## config.mk

```make
export PLATFORM = sky130hd
export DESIGN_NAME = vga_scan_out
export DESIGN_NICKNAME = d
export VERILOG_FILES = /design/src/rtl/vga_scan_out.sv
export SDC_FILE = /design/constraint.sdc
export NUM_CORES = 1
export LEC_CHECK = 0
export ABC_CLOCK_PERIOD_IN_PS = 2600
export BUFFER_PORTS_ARGS = -buffer_cell sky130_fd_sc_hd__buf_2
export CORE_UTILIZATION = 50
export CTS_CLUSTER_DIAMETER = 40
export CTS_CLUSTER_SIZE = 40
export DETAILED_ROUTE_END_ITERATION = 12
export GPL_ROUTABILITY_DRIVEN = 0
export PLACE_DENSITY = 0.79
export SETUP_SLACK_MARGIN = 0.1
export SLEW_MARGIN = 15
export SYNTH_ARGS = -nofsm -noshare
export SYNTH_HDL_FRONTEND = slang
export SYNTH_SLANG_ARGS = --single-unit
```

## constraint.sdc

```tcl
create_clock -name clk -period 2.6 [get_ports clk]
set_input_delay 0.13 -clock clk [delete_from_list [all_inputs] [get_ports clk]]
set_output_delay 0.13 -clock clk [all_outputs]
set_load 0.05 [all_outputs]
```

## src/rtl/vga_scan_out.sv

```systemverilog
// vga_scan_out: 640x480@60 VGA raster generator and pin driver.
// A clock divider produces a pixel strobe. Column/line counters advance on
// that strobe, and are published to the pixel generator. The returned
// colour is registered together with the sync of the same pixel, so the
// pins always show pixel (h,v) alongside that pixel's sync levels.
//
// Handshake: there is no valid/ready pair. The colour inputs must
// combinationally describe the pixel at (hcount, vcount). They are sampled
// on every clk edge where pix_tick=1.
module vga_scan_out #(
    parameter int CLK_DIV   = 2,
    parameter int H_VISIBLE = 640,
    parameter int H_FRONT   = 16,
    parameter int H_SYNC    = 96,
    parameter int H_BACK    = 48,
    parameter int V_VISIBLE = 480,
    parameter int V_FRONT   = 10,
    parameter int V_SYNC    = 2,
    parameter int V_BACK    = 33,
    parameter int SYNC_POL  = 0
) (
    input  logic       clk,
    input  logic       rst,
    input  logic [3:0] red_in,
    input  logic [3:0] green_in,
    input  logic [3:0] blue_in,
    output logic [9:0] hcount,
    output logic [9:0] vcount,
    output logic       active,
    output logic       pix_tick,
    output logic       frame_start,
    output logic       hsync,
    output logic       vsync,
    output logic [3:0] vga_r,
    output logic [3:0] vga_g,
    output logic [3:0] vga_b
);

    // Derived raster totals and region boundaries.
    localparam int H_TOTAL = H_VISIBLE + H_FRONT + H_SYNC + H_BACK;
    localparam int V_TOTAL = V_VISIBLE + V_FRONT + V_SYNC + V_BACK;

    localparam logic [9:0] H_LAST       = 10'(H_TOTAL - 1);
    localparam logic [9:0] V_LAST       = 10'(V_TOTAL - 1);
    localparam logic [9:0] H_VIS_END    = 10'(H_VISIBLE);
    localparam logic [9:0] V_VIS_END    = 10'(V_VISIBLE);
    localparam logic [9:0] H_SYNC_FIRST = 10'(H_VISIBLE + H_FRONT);
    localparam logic [9:0] H_SYNC_LAST  = 10'(H_VISIBLE + H_FRONT + H_SYNC - 1);
    localparam logic [9:0] V_SYNC_FIRST = 10'(V_VISIBLE + V_FRONT);
    localparam logic [9:0] V_SYNC_LAST  = 10'(V_VISIBLE + V_FRONT + V_SYNC - 1);

    // The divider is at least one bit wide so CLK_DIV=1 still elaborates.
    // In that case it sits at 0, which is also the tick value.
    localparam int              DIV_W    = (CLK_DIV > 1) ? $clog2(CLK_DIV) : 1;
    localparam logic [DIV_W-1:0] DIV_LAST = DIV_W'(CLK_DIV - 1);

    // Active and inactive sync pin levels.
    localparam logic SYNC_ON  = (SYNC_POL != 0) ? 1'b1 : 1'b0;
    localparam logic SYNC_OFF = ~SYNC_ON;

    // Reject parameter sets the 10-bit counters cannot represent.
    if (H_TOTAL > 1024 || V_TOTAL > 1024 || CLK_DIV < 1) begin : g_param_err
        $error("vga_scan_out: H_TOTAL/V_TOTAL must be <= 1024 and CLK_DIV >= 1");
    end

    logic [DIV_W-1:0] r_div;
    logic [9:0]       r_hcount;
    logic [9:0]       r_vcount;
    logic             r_hsync;
    logic             r_vsync;
    logic [3:0]       r_red;
    logic [3:0]       r_green;
    logic [3:0]       r_blue;

    logic w_pix_tick;
    logic w_active;
    logic w_h_wrap;
    logic w_v_wrap;
    logic w_hs_region;
    logic w_vs_region;

    assign w_pix_tick  = (r_div == DIV_LAST);
    assign w_active    = (r_hcount < H_VIS_END) && (r_vcount < V_VIS_END);
    assign w_h_wrap    = (r_hcount == H_LAST);
    assign w_v_wrap    = (r_vcount == V_LAST);
    assign w_hs_region = (r_hcount >= H_SYNC_FIRST) && (r_hcount <= H_SYNC_LAST);
    assign w_vs_region = (r_vcount >= V_SYNC_FIRST) && (r_vcount <= V_SYNC_LAST);

    // The pixel-rate divider counts 0..CLK_DIV-1. The tick is its last count.
    always_ff @(posedge clk) begin
        if (rst) begin
            r_div <= '0;
        end else if (w_pix_tick) begin
            r_div <= '0;
        end else begin
            r_div <= r_div + DIV_W'(1);
        end
    end

    // The column/line counters advance once per pixel tick. A column wrap carries into the line.
    always_ff @(posedge clk) begin
        if (rst) begin
            r_hcount <= '0;
            r_vcount <= '0;
        end else if (w_pix_tick) begin
            if (w_h_wrap) begin
                r_hcount <= '0;
                r_vcount <= w_v_wrap ? 10'd0 : r_vcount + 10'd1;
            end else begin
                r_hcount <= r_hcount + 10'd1;
            end
        end
    end

    // Pin registers: sync and colour of the pre-increment pixel, black when blanked.
    always_ff @(posedge clk) begin
        if (rst) begin
            r_hsync <= SYNC_OFF;
            r_vsync <= SYNC_OFF;
            r_red   <= 4'h0;
            r_green <= 4'h0;
            r_blue  <= 4'h0;
        end else if (w_pix_tick) begin
            r_hsync <= w_hs_region ? SYNC_ON : SYNC_OFF;
            r_vsync <= w_vs_region ? SYNC_ON : SYNC_OFF;
            r_red   <= w_active ? red_in   : 4'h0;
            r_green <= w_active ? green_in : 4'h0;
            r_blue  <= w_active ? blue_in  : 4'h0;
        end
    end

    assign hcount      = r_hcount;
    assign vcount      = r_vcount;
    assign active      = w_active;
    assign pix_tick    = w_pix_tick;
    assign frame_start = w_pix_tick && (r_hcount == 10'd0) && (r_vcount == 10'd0);
    assign hsync       = r_hsync;
    assign vsync       = r_vsync;
    assign vga_r       = r_red;
    assign vga_g       = r_green;
    assign vga_b       = r_blue;

endmodule
```

---- Word-level counts from Yosys, hierarchy flattened ----
Cells that the tools add are included.
storage, ports and cells
  output and inout bits ................... 37
  bits in registers ....................... 35
operators by class
  equal/unequal tests ..................... 2
  $add $sub $neg .......................... 3
  mux-type cells .......................... 7
  reduce and logical (&&, ||, !) cells .... 9
  magnitude comparators ................... 6
operator list
  cell                                                                count
  adder 10 x 1 -> 10 bit, second input constant                       2
  == test 10 bit, second input constant                               2
  logical NOT 10 bit                                                  2
  2-to-1 mux 10 bit                                                   2
  2-to-1 mux 4 bit                                                    3
  greater-or-equal comparator 10 bit, second input constant           1
  greater-or-equal comparator 10 x 9 -> 1 bit, second input constant  1
  <= comparator 10 bit, second input constant                         1
  <= comparator 10 x 9 -> 1 bit, second input constant                1
  < comparator 10 bit, second input constant                          1
  < comparator 10 x 9 -> 1 bit, second input constant                 1
  logical AND 1 bit                                                   5
  2-to-1 mux 1 bit                                                    2
  AND reduction 2 bit                                                 1
  OR reduction 2 bit                                                  1
  adder 1 bit, second input constant                                  1

---- Longest topological paths before layout ----
Gate-level depths: netlist (run 1).
  word-level depth ........................ 3
  depth in mapped cells ................... 6
  depth with buffers taken out ............ 6

---- Least setup slack after synthesis (run 1) ----
No wires, ideal clock.
  path type ............................... register -> output
  from .................................... register r_div, in the netlist pix_tick
  to ...................................... output frame_start
  cell stages (with the launch flop) ...... 4
  arrival ................................. 2.976 ns
  buffers on the path ..................... 1
  setup slack ............................. -0.506 ns
  path through ............................ dfxtp_1 clkbuf_1 or4b_2 nor4_1
between the ends
  word-level cells in the longest chain between the ends .. 2
RTL lines
  what                            line  source
  from (decl)                     66    logic [DIV_W-1:0] r_div;
  from (signal assigned)          96    r_div <= r_div + DIV_W'(1);
  logical AND 1 bit (2 in a row)  136   assign frame_start = w_pix_tick && (r_hcount == 10'd0) && (r_vcount == 10'd0);
  to (decl)                       31    output logic frame_start,
Every way passes these cells.

---- Worst setup path after layout (run 1) ----
Ends and elaborated chain as after synthesis.

==> results of run 1 <==
-- per-stage QoR --
| step | utilization, % | power (mW) | worst slack, ns | hold slack [ns] | std cells |
|---|---|---|---|---|---|
| global route | 68.3 | 1.04 | 0.339 | 0.215 | 277 |
| CTS | 68.3 | 1.00 | 0.417 | 0.171 | 277 |
| finish | 68.3 | 0.996 | 0.425 | 0.190 | 277 |
| floorplan | - | 0.665 | 0.343 | 0.256 | 167 |
| detailed placement | 62.5 | 0.699 | 0.574 | 0.344 | 257 |
| global placement | 62.5 | 0.695 | 0.684 | 0.341 | 257 |
-- area by class of cell --
type | count | area, µm² | area share [%]
Clock buffer | 6 | 41.3 | 2.00
Clock inverter | 2 | 12.5 | 0.605
Inverter | 5 | 18.8 | 0.908
Multi-Input combinational cell | 121 | 853 | 41.3
Sequential cell | 35 | 701 | 33.9
Tap cell | 44 | 55.1 | 2.66
Timing Repair Buffer | 64 | 385 | 18.6
-- worst max path at each step --
| stage | slack, ns | endpoint | cells past startpoint |
|---|---|---|---|
| floorplan | 0.34 | vcount[6]$_SDFFE_PP0P_ | 5 |
| global placement | 0.68 | vcount[6]$_SDFFE_PP0P_ | 5 |
| detailed placement | 0.57 | vcount[3]$_SDFFE_PP0P_ | 5 |
| CTS | 0.42 | frame_start | 3 |
| global route | 0.34 | frame_start | 3 |
| finish | 0.42 | frame_start | 3 |
-- synth_stat cells (2+ instances only) --
master and number:
nand4b_1 4, and4_1 2, nand2b_1 4, a22o_1 13
nand2_1 8, xor2_1 7, ha_1 4, or3_1 2
nor2_1 8, inv_1 5, a31oi_1 2, o21ai_0 6
nor4_1 6, nor4b_1 2, nand3_1 7, o31ai_1 3
nand4_1 4, clkbuf_1 5, o32ai_1 2, nor3_1 7
a21oi_1 8, and3_1 3, dfxtp_1 35
-- cell usage in the layout (no fill, tap or decap), drive strengths merged, types with 2 or more instances in the layout --
cell type	n
nor4	6
nand2	8
a31oi	2
nor4b	2
xor2	7
inv	5
ha	4
nand2b	4
nor3	8
o32ai	2
and3	4
dfxtp	35
dlygate4sd3	12
clkbuf	6
nand4	4
a22o	13
or3	3
or4	2
and4	3
nor2	8
a21oi	8
o21ai	6
nand4b	4
nand3	7
o31ai	3
buf	52
-- state kept, by name, summed over array words and instances (netlist names) --
signal,cells
vga_b,4
pix_tick,1
vga_r,4
vcount,10
hcount,10
hsync,1
vsync,1
vga_g,4
-- critical path, delay by kind of cell (launching register included) --
family / cells / cell delay, ns
buf+inv: 1 / 0.30
flops: 1 / 0.56
simple gates: 2 / 0.84
-- logic make-up (layout without fill, tap and decap cells) --
| logic type | after synthesis | after routing | synth area share [%] |
|---|---|---|---|
| buffers and inverters | 11 | 77 | 3.09 |
| flip-flops | 35 | 35 | 44.3 |
| AND/OR/NAND/NOR | 70 | 70 | 27.4 |
| adder cells (fa/ha/maj) | 4 | 4 | 3.16 |
| XOR/XNOR | 8 | 8 | 4.43 |
| AO/OA/AOI/OAI | 38 | 38 | 16.9 |
| multiplexers | 1 | 1 | 0.712 |
-- power by group --
| part | internal, mW | switching, mW | total [mW] |
|---|---|---|---|
| Combinational | 0.0475 | 0.0924 | 0.140 |
| Clock | 0.104 | 0.189 | 0.293 |
| Sequential | 0.551 | 0.0120 | 0.563 |
| Total | 0.703 | 0.293 | 0.996 |
-- routing by layer --
| layer | vias to the layer above | track usage [%] |
|---|---|---|
| li1 | 763 | - |
| met2 | 65 | 43.0 |
| met3 | 9 | 7.37 |
| met4 | 0 | 11.2 |
| met1 | 742 | 33.4 |
| met5 | - | 0 |
==> metrics.txt, run 1 <==
status=complete, no violations; post-route cell area=2070 µm²; min-delay src=rst; # setup viols final=0; FF-to-FF End=vcount[3]$_SDFFE_PP0P_; EDFF count, synth=0; Clock transition at path regs=0.10 ns; met1 wire length=around 1700 µm; PwrDens=about 480 nW/µm²; reg2reg start=hcount[1]$_SDFFE_PP0P_; Iteration-0 DRC Markers=between 80 and 90; Die Span Y=around 58 µm; crit path time final=between 2 and 2.5 ns; DP Area=1890 µm²; Synth Warn #=0; crit path max fanout=12; RSZ-0062 raised after global routing=false; HP Class=input pin to flip-flop; CTS tree=yes; reg2reg setup slack=between 0.5 and 0.6 ns; layout cells sized above 1=between 20% and 30%; uppermost layer routed=met4; Sum Neg Setup Slack=0 ns; CP required=2.47 ns; Nets=250; Final Hold Viols=0; sequential share of the synthesized area=around 44%; Data arrival, critical path=2.05 ns; router iterations before antenna repair=4; Synthesized Nets=roughly 190; vias per cell=~5.7; Synth cell types=43; Synth top area share=between 40% and 50%; DR WL/cell=15.1 µm; Synth area leader=dfxtp_1; global-route wire length before repair=around 6700 µm; Final Slew Violations=0; actual slew at the worst max-slew pin=slightly above 1 ns; crit-path max cell delay=about 0.67 ns; Hold Path End=hcount[2]$_SDFFE_PP0P_; area growth from synthesis to layout=30.7%; post_cts resized=0; Synth async-reset ratio=0%; DRC viols=0; Critical Path, Cell by Cell=or4b_2 > nor4_4 > buf_2; crit end category=primary output; number of routed nets with antenna violations=0; die area=between 3000 and 4000 µm²; fmax=460 MHz; via count=approximately 1,600; Total GRT Usage=a little over a quarter; Starting Density=between 50% and 60%; largest net degree at the start of global routing=25; GR Overflow Total=0; dominant cells by area after synthesis=dfxtp_1 44%, a22o_1 7.2%, xor2_1 3.9%; total CTS buffers=5; initial antenna violation count=0; flops & latches, synth=35; Rows=20; prevailing post-synth register cell=dfxtp_1; final WL=4180 µm; crit path kind=flip-flop to primary output; vias in the first global route=between 1,000 and 1,500; htree depth=2; Antenna diodes=0; DP HPWL=approximately 2800 µm; port bufs=50; Cells after Synth=roughly 170; cell area after synthesis=1580 µm²; Worst Setup SP=pix_tick$_SDFF_PP0_; DIE WIDTH=58.2 µm; Hold Crit Depth=2; Avg Synthesized Cell Area=around 9.5 µm²; slowest stage cell, crit path=or4b_2; Clock Latency Late Sink=0.35 ns; total of max-cap violations=0; Post-CTS Setup Bufs=0; met3 wire length=roughly 210 µm; met2 routed WL=~2200 µm; I/O Pins=51; clock root buffer master=clkbuf_4; CTS max path bufs=2; period utilisation layout=approximately 84%; Leakage=slightly below 0.9 nW; core region area=just over 3000 µm²; # fillers=~240; cts-stage hold buffer count=12; reg2reg path depth=5; Max-slew headroom=32.0%; maximum VDD drop=~0.00034 V; startpoint types=flip-flop; clock skew=between 0.008 and 0.009 ns; clk sinks=35
Note: power is estimated with default switching activity, not from simulation.
==> inputs of run 2 (changes only) <==
--- a/config.mk
+++ b/config.mk
@@ -5,14 +5,15 @@
 export SDC_FILE = /design/constraint.sdc
 export NUM_CORES = 1
 export LEC_CHECK = 0
-export ABC_CLOCK_PERIOD_IN_PS = 2600
+export ABC_AREA = 1
+export ABC_CLOCK_PERIOD_IN_PS = 1950
 export BUFFER_PORTS_ARGS = -buffer_cell sky130_fd_sc_hd__buf_2
-export CORE_UTILIZATION = 50
+export CORE_UTILIZATION = 46
 export CTS_CLUSTER_DIAMETER = 40
 export CTS_CLUSTER_SIZE = 40
 export DETAILED_ROUTE_END_ITERATION = 12
 export GPL_ROUTABILITY_DRIVEN = 0
-export PLACE_DENSITY = 0.79
+export PLACE_DENSITY = 0.75
 export SETUP_SLACK_MARGIN = 0.1
 export SLEW_MARGIN = 15
 export SYNTH_ARGS = -nofsm -noshare
==> constraint.sdc (replaced) <==
create_clock -name clk -period 1.95 [get_ports clk]
set_input_delay 0.0975 -clock clk [delete_from_list [all_inputs] [get_ports clk]]
set_output_delay 0.0975 -clock clk [all_outputs]
set_load 0.05 [all_outputs]
==> run 2 against run 1 <==
Worst hold slack got worse by 0.13 ns. Synthesized cell count increased by 54%. Sequential power increased by 33%. Global-route usage decreased by 4.1 points. Wire length increased by 0.86%. Largest cell class unchanged.
==> metrics.txt, run 2 <==
Max-slew headroom=73.8% (+42 points); Total GRT Usage=22.6% (-4.1 points); Critical Path, Cell by Cell=inv_1 > nor4_1 > nand3_1 > nor2_2 > buf_2; die area=4130 µm² (+22%); Final Hold Viols=0 (unchanged); flops & latches, synth=35 (unchanged); Synth Warn #=0 (unchanged); crit path max fanout=5 (-7); startpoint types=flip-flop; dominant cells by area after synthesis=dfxtp_1 39%, nand2_1 15%, inv_1 6.7%; Clock Latency Late Sink=0.29 ns (-0.06 ns); Synth async-reset ratio=0% (unchanged); DIE WIDTH=64.3 µm (+10%); RSZ-0062 raised after global routing=false; Avg Synthesized Cell Area=6.94 µm² (-27%); PwrDens=715 nW/µm² (+48%); Synth area leader=dfxtp_1; vias in the first global route=1,646 (+17%); DP HPWL=3120 µm (+12%); Hold Crit Depth=3 (+1); # fillers=376 (+60%); register area=701 µm² (unchanged); grt met2 use=38.6% (-4.5 points); I/O Pins=51 (unchanged); met3 usage=4.64% (-2.7 points); Sum Neg Setup Slack=0 ns (unchanged); Final Hold Slack=0.0597 ns (-0.130 ns); largest net degree at the start of global routing=15 (-40%); reg2reg start=hcount[1]$_SDFFE_PP0P_; Hold Path End=vga_b[2]$_SDFFE_PP0P_; post_cts resized=0 (unchanged); total of max-cap violations=0 (unchanged); clk sinks=35 (unchanged); final WL=4210 µm (+0.86%); number of routed nets with antenna violations=0 (unchanged); Tot Pwr=1.58 mW (+59%); Multi-input gate area=916 µm² (+7.3%); GR Overflow Total=0 (unchanged); crit-path max cell delay=0.44 ns (-0.23 ns); Final Slew Violations=0 (unchanged); htree depth=2 (unchanged); clock root buffer master=clkbuf_8; area growth from synthesis to layout=24.2%; Die Span Y=64.3 µm (+10%); Rows=22 (+10%); initial antenna violation count=0 (unchanged); total CTS buffers=5 (unchanged); FF-to-FF End=vcount[4]$_SDFFE_PP0P_; status=complete, no violations; Iteration-0 DRC Markers=122 (+37%); actual slew at the worst max-slew pin=0.390 ns (-0.622 ns); reg2reg path depth=8 (+3); Clock transition at path regs=0.07 ns (-0.03 ns); Data arrival, critical path=1.60 ns (-0.45 ns); Leakage=1.09 nW (+25%); layout cells sized above 1=25.4% (-3.8 points); core region area=3690 µm² (+22%); crit path time final=~1.7 ns; top-count cell post-synth=nand2_1; EDFF count, synth=0 (unchanged); cell area after synthesis=1780 µm² (+13%); Nets=332 (+33%); port bufs=50 (unchanged); commonest non-fill, non-tap cells in the layout=73 x nand2_1, 50 x buf_2, 35 x dfxtp_1; vias per cell=4.98 (-13%); min-delay src=blue_in[2]; maximum VDD drop=0.000497 V (+45%); Starting Density=48.4% (-3.9 points); slowest stage cell, crit path=dfxtp_1; Synth cell types=29 (-33%); crit end category=primary output; sequential share of the synthesized area=39.3% (-5.0 points); HP Class=input pin to flip-flop; global-route wire length before repair=7280 µm (+8.0%); crit path kind=flip-flop to primary output; most common cell after layout, fill and taps aside=nand2_1; worst path buffer plus inverter count=2 (+1); fmax=589 MHz; router iterations before antenna repair=4 (unchanged); # setup viols final=0 (unchanged); CTS max path bufs=2 (unchanged); critical path depth in cells=5 (+2); prevailing post-synth register cell=dfxtp_1; DRC viols=0 (unchanged); Synth top area share=39.3% (-5.0 points); Antenna diodes=0 (unchanged); CTS tree=yes; CP required=1.85 ns (-0.62 ns); Crit path max-delay family=simple AND/OR/NAND/NOR gates; Cells after Synth=257 (+54%); Synthesized Nets=275 (+49%); DR WL/cell=11.6 µm (-23%); most frequent cells after synthesis=73 x nand2_1, 35 x dfxtp_1, 32 x inv_1; met1 track utilization from global routing=27.8% (-5.6 points); reg2reg setup slack=0.43 ns (-0.09 ns); clock skew=0.00233 ns (-0.00607 ns); period utilisation layout=87.1%; gr busiest metal=met2; via count=1,807 (+14%)
-- run 2: cell count changes after synthesis, moves of 5 or more --
cell / previous run / this run
nand2_1: 8 / 73
inv_1: 5 / 32
nor2_1: 8 / 27
a22o_1: 13 / 0
o21ai_0: 6 / 18
nand3_1: 7 / 17
clkbuf_1: 5 / 0
-- run 2: where the power goes --
group          switching, mW  internal, mW
clock network          0.275         0.380
logic                  0.132        0.0469
registers             0.0140         0.736
total                  0.421          1.16
-- run 2: layer usage --
layer / routed length (µm) / vias up
li1: - / 929
met1: 1860 / 822
met2: 2070 / 49
met3: 233 / 7
met4: 51 / 0
met5: 0 / -
-- run 2: metrics by stage --
step	setup slack (ns)	utilization, %	area [µm²]	instances
2_1_floorplan	0.216	-	1790	257
6_report	0.252	60.1	2220	363
3_3_place_gp	0.468	56.6	2090	353
5_1_grt	0.127	60.1	2220	363
3_5_place_dp	0.442	56.6	2090	353
4_1_cts	0.118	59.7	2200	361
-- run 2: cell families after synthesis --
group,Yosys count,synth area share (%)
AO/OA/AOI/OAI,27,7.86
flip-flops,35,39.3
buffers and inverters,41,9.54
AND/OR/NAND/NOR,145,38.1
XOR/XNOR,5,2.45
adder cells (fa/ha/maj),4,2.81
-- run 2: how the worst max path moves through the flow --
stage,startpoint,to
finish,pix_tick$_SDFF_PP0_,frame_start
global route,pix_tick$_SDFF_PP0_,frame_start
CTS,vcount[6]$_SDFFE_PP0P_,active
detailed placement,hcount[1]$_SDFFE_PP0P_,vcount[4]$_SDFFE_PP0P_
global placement,hcount[1]$_SDFFE_PP0P_,vcount[4]$_SDFFE_PP0P_
floorplan,pix_tick$_SDFF_PP0_,frame_start
-- run 2: cell type report --
cell class / instances / share of cell area [%]
inverters: 36 / 6.27
multi-input cells: 181 / 41.3
clock buffers: 5 / 3.11
repair buffers: 55 / 13.0
well taps: 48 / 2.71
flip-flops and latches: 35 / 31.6
clock inverters: 3 / 1.98
-- run 2: timing repair --
action,in CTS,in global routing
hold buffers,0,0
buffers inserted,0,2
setup endpoints to repair,0,1
-- run 2: worst min-delay path, delay by kind of cell --
family                 cells  cell delay (ns)
buffers and inverters      1             0.09
AO/OA/AOI/OAI              1             0.07
AND/OR/NAND/NOR            1             0.05
==> inputs of run 3 (changes only) <==
--- a/config.mk
+++ b/config.mk
@@ -7,13 +7,14 @@
 export LEC_CHECK = 0
 export ABC_AREA = 1
 export ABC_CLOCK_PERIOD_IN_PS = 1950
-export BUFFER_PORTS_ARGS = -buffer_cell sky130_fd_sc_hd__buf_2
-export CORE_UTILIZATION = 46
+export CORE_UTILIZATION = 50
 export CTS_CLUSTER_DIAMETER = 40
 export CTS_CLUSTER_SIZE = 40
 export DETAILED_ROUTE_END_ITERATION = 12
+export DONT_BUFFER_PORTS = 1
 export GPL_ROUTABILITY_DRIVEN = 0
-export PLACE_DENSITY = 0.75
+export HOLD_SLACK_MARGIN = 0.05
+export PLACE_DENSITY = 0.68
 export SETUP_SLACK_MARGIN = 0.1
 export SLEW_MARGIN = 15
 export SYNTH_ARGS = -nofsm -noshare
==> run 3 against run 2 <==
Worst setup slack about the same. Non-clock buffer count shrank 17. Utilization rose by 6.8 points. Register-to-register slack improved by 0.02 ns. Global-route usage is 2.5 points higher. Combinational power down 31%. First-iteration DRC count fell by 41%. Maximum frequency about the same. Sequential power grew 8.0%. Clock power increased by 2%. Critical path type unchanged. Critical endpoint unchanged.
==> metrics.txt, run 3 (synthesis results as in run 2) <==
Antenna diodes=0 (unchanged); Final Hold Viols=0 (unchanged); router iterations before antenna repair=4 (unchanged); crit path time final=1.70 ns (+0.000400 ns); global-route wire length before repair=6900 µm (-5.2%); layout cells sized above 1=17.8% (-7.6 points); CTS tree=yes; Clock Latency Late Sink=0.36 ns (+0.07 ns); DP Worst Slack=0.402 ns (-0.0397 ns); clk sinks=35 (unchanged); core region area=3390 µm² (-8.1%); Final Slew Violations=0 (unchanged); PwrDens=707 nW/µm² (-1.1%); clock root buffer master=clkbuf_4; Starting Density=52.6% (+4.3 points); via count=1,759 (-2.7%); total CTS buffers=5 (unchanged); Die Span Y=61.7 µm (-4.0%); Nets=315 (-5.1%); # setup viols final=0 (unchanged); CTS max path bufs=2 (unchanged); DR WL/cell=12.7 µm (+9.1%); Clock transition at path regs=0.13 ns (+0.06 ns); final WL=4360 µm (+3.4%); RSZ-0062 raised after global routing=false; HP Class=input pin to flip-flop; die area=3810 µm² (-7.8%); worst setup margin=0.251 ns (-0.000400 ns); area growth from synthesis to layout=27.1%; DIE WIDTH=61.7 µm (-4.0%); vias in the first global route=1,641 (-0.30%); vias per cell=5.11 (+2.7%); Iteration-0 DRC Markers=72 (-41%); Max-slew headroom=47.2% (-27 points); DP HPWL=3010 µm (-3.7%); port bufs=0 (-100%); commonest non-fill, non-tap cells in the layout=73 x nand2_1, 34 x dfxtp_1, 32 x inv_1; htree depth=2 (unchanged); actual slew at the worst max-slew pin=0.789 ns (+0.399 ns); initial antenna violation count=0 (unchanged); crit path kind=flip-flop to primary output; largest net degree at the start of global routing=15 (unchanged); Multi-input gate area=927 µm² (+1.2%); most common cell after layout, fill and taps aside=nand2_1; maximum VDD drop=0.000595 V (+20%); register area=704 µm² (+0.54%); Data arrival, critical path=1.60 ns (about the same); fmax=589 MHz (about the same); Leakage=1.01 nW (-7.3%); startpoint types=flip-flop; GR Overflow Total=0 (unchanged); utilization after layout=66.9% (+6.8 points); Total GRT Usage=25.0% (+2.5 points); number of routed nets with antenna violations=0 (unchanged); status=complete, no violations; CP required=1.85 ns (about the same); # fillers=294 (-22%); Tot Pwr=1.60 mW (+1.2%); Sum Neg Setup Slack=0 ns (unchanged); crit end category=primary output; I/O Pins=51 (unchanged); Rows=21 (-4.5%); DRC viols=0 (unchanged); clock skew=0.0205 ns (+0.0181 ns); crit path max fanout=9 (+4); period utilisation layout=87.1% (about the same); total of max-cap violations=0 (unchanged)
## run 3: changes by cell type in the layout (fill, tap and decap cells not counted), moves of 5 or more
cell / before / now
buf_2: 50 / 0
clkbuf_8: 5 / 0
clkbuf_4: 0 / 5
dlygate4sd3_1: 0 / 13
buf_4: 5 / 23
## run 3: report_power, final
group          switching, mW  internal [mW]  leakage [nW]
Clock                  0.270          0.398        0.0514
Combinational         0.0723         0.0516         0.674
Sequential            0.0747          0.736         0.285
Total                  0.417           1.19          1.01
## run 3: cell type report
type | count | area share [%]
Clock buffer | 5 | 1.66
Clock inverter | 3 | 2.98
Inverter | 36 | 6.13
Multi-Input combinational cell | 181 | 40.9
Sequential cell | 35 | 31.1
Tap cell | 46 | 2.54
Timing Repair Buffer | 38 | 14.7
## run 3: worst paths after layout
kind,from,to,slack [ns],depth (start not counted)
hold reg to reg,vcount[7]$_SDFFE_PP0P_,vcount[7]$_SDFFE_PP0P_,0.50,2
setup / recovery,pix_tick$_SDFF_PP0_,frame_start,0.25,5
hold / removal,rst,vga_r[3]$_SDFFE_PP0P_,0.09,4
setup reg to reg,pix_tick$_SDFF_PP0_,hsync$_SDFFE_PP1P_,0.45,4
## run 3: worst max-delay path, cell delays in order, from the launching register on
cell and delay, ns:
dfxtp_4 0.43, inv_1 0.12, nor4_2 0.25, nand3_1 0.12, nor2_2 0.17, buf_12 0.15
## run 3: what timing repair did
| action | in CTS | in global routing |
|---|---|---|
| resized for setup | 1 | 4 |
| pin swaps | 0 | 1 |
| endpoints found under the setup margin | 2 | 1 |
| hold buffers | 13 | 0 |
| setup buffers | 1 | 0 |
| endpoints found under the hold margin | 25 | 0 |
## run 3: routing by layer
metal  wire length (µm)  global-route usage (%)  vias to the layer above  share of wire, %
met5                  0                       0                        -                 0
met4                 67                    11.1                        0               1.5
met3                297                    9.52                        8               6.8
met2               2010                    40.2                       66                46
met1               1980                    29.8                      787                46
li1                   -                       -                      898                 -
## run 3: stage by stage
stage / hold WS, ns / cell area [µm²] / cells
after floorplan: 0.257 / 1790 / 257
after global routing: 0.0936 / 2270 / 344
after global placement: 0.170 / 2010 / 322
final: 0.0890 / 2270 / 344
after CTS: 0.0720 / 2250 / 344
after detailed placement: 0.172 / 2010 / 322
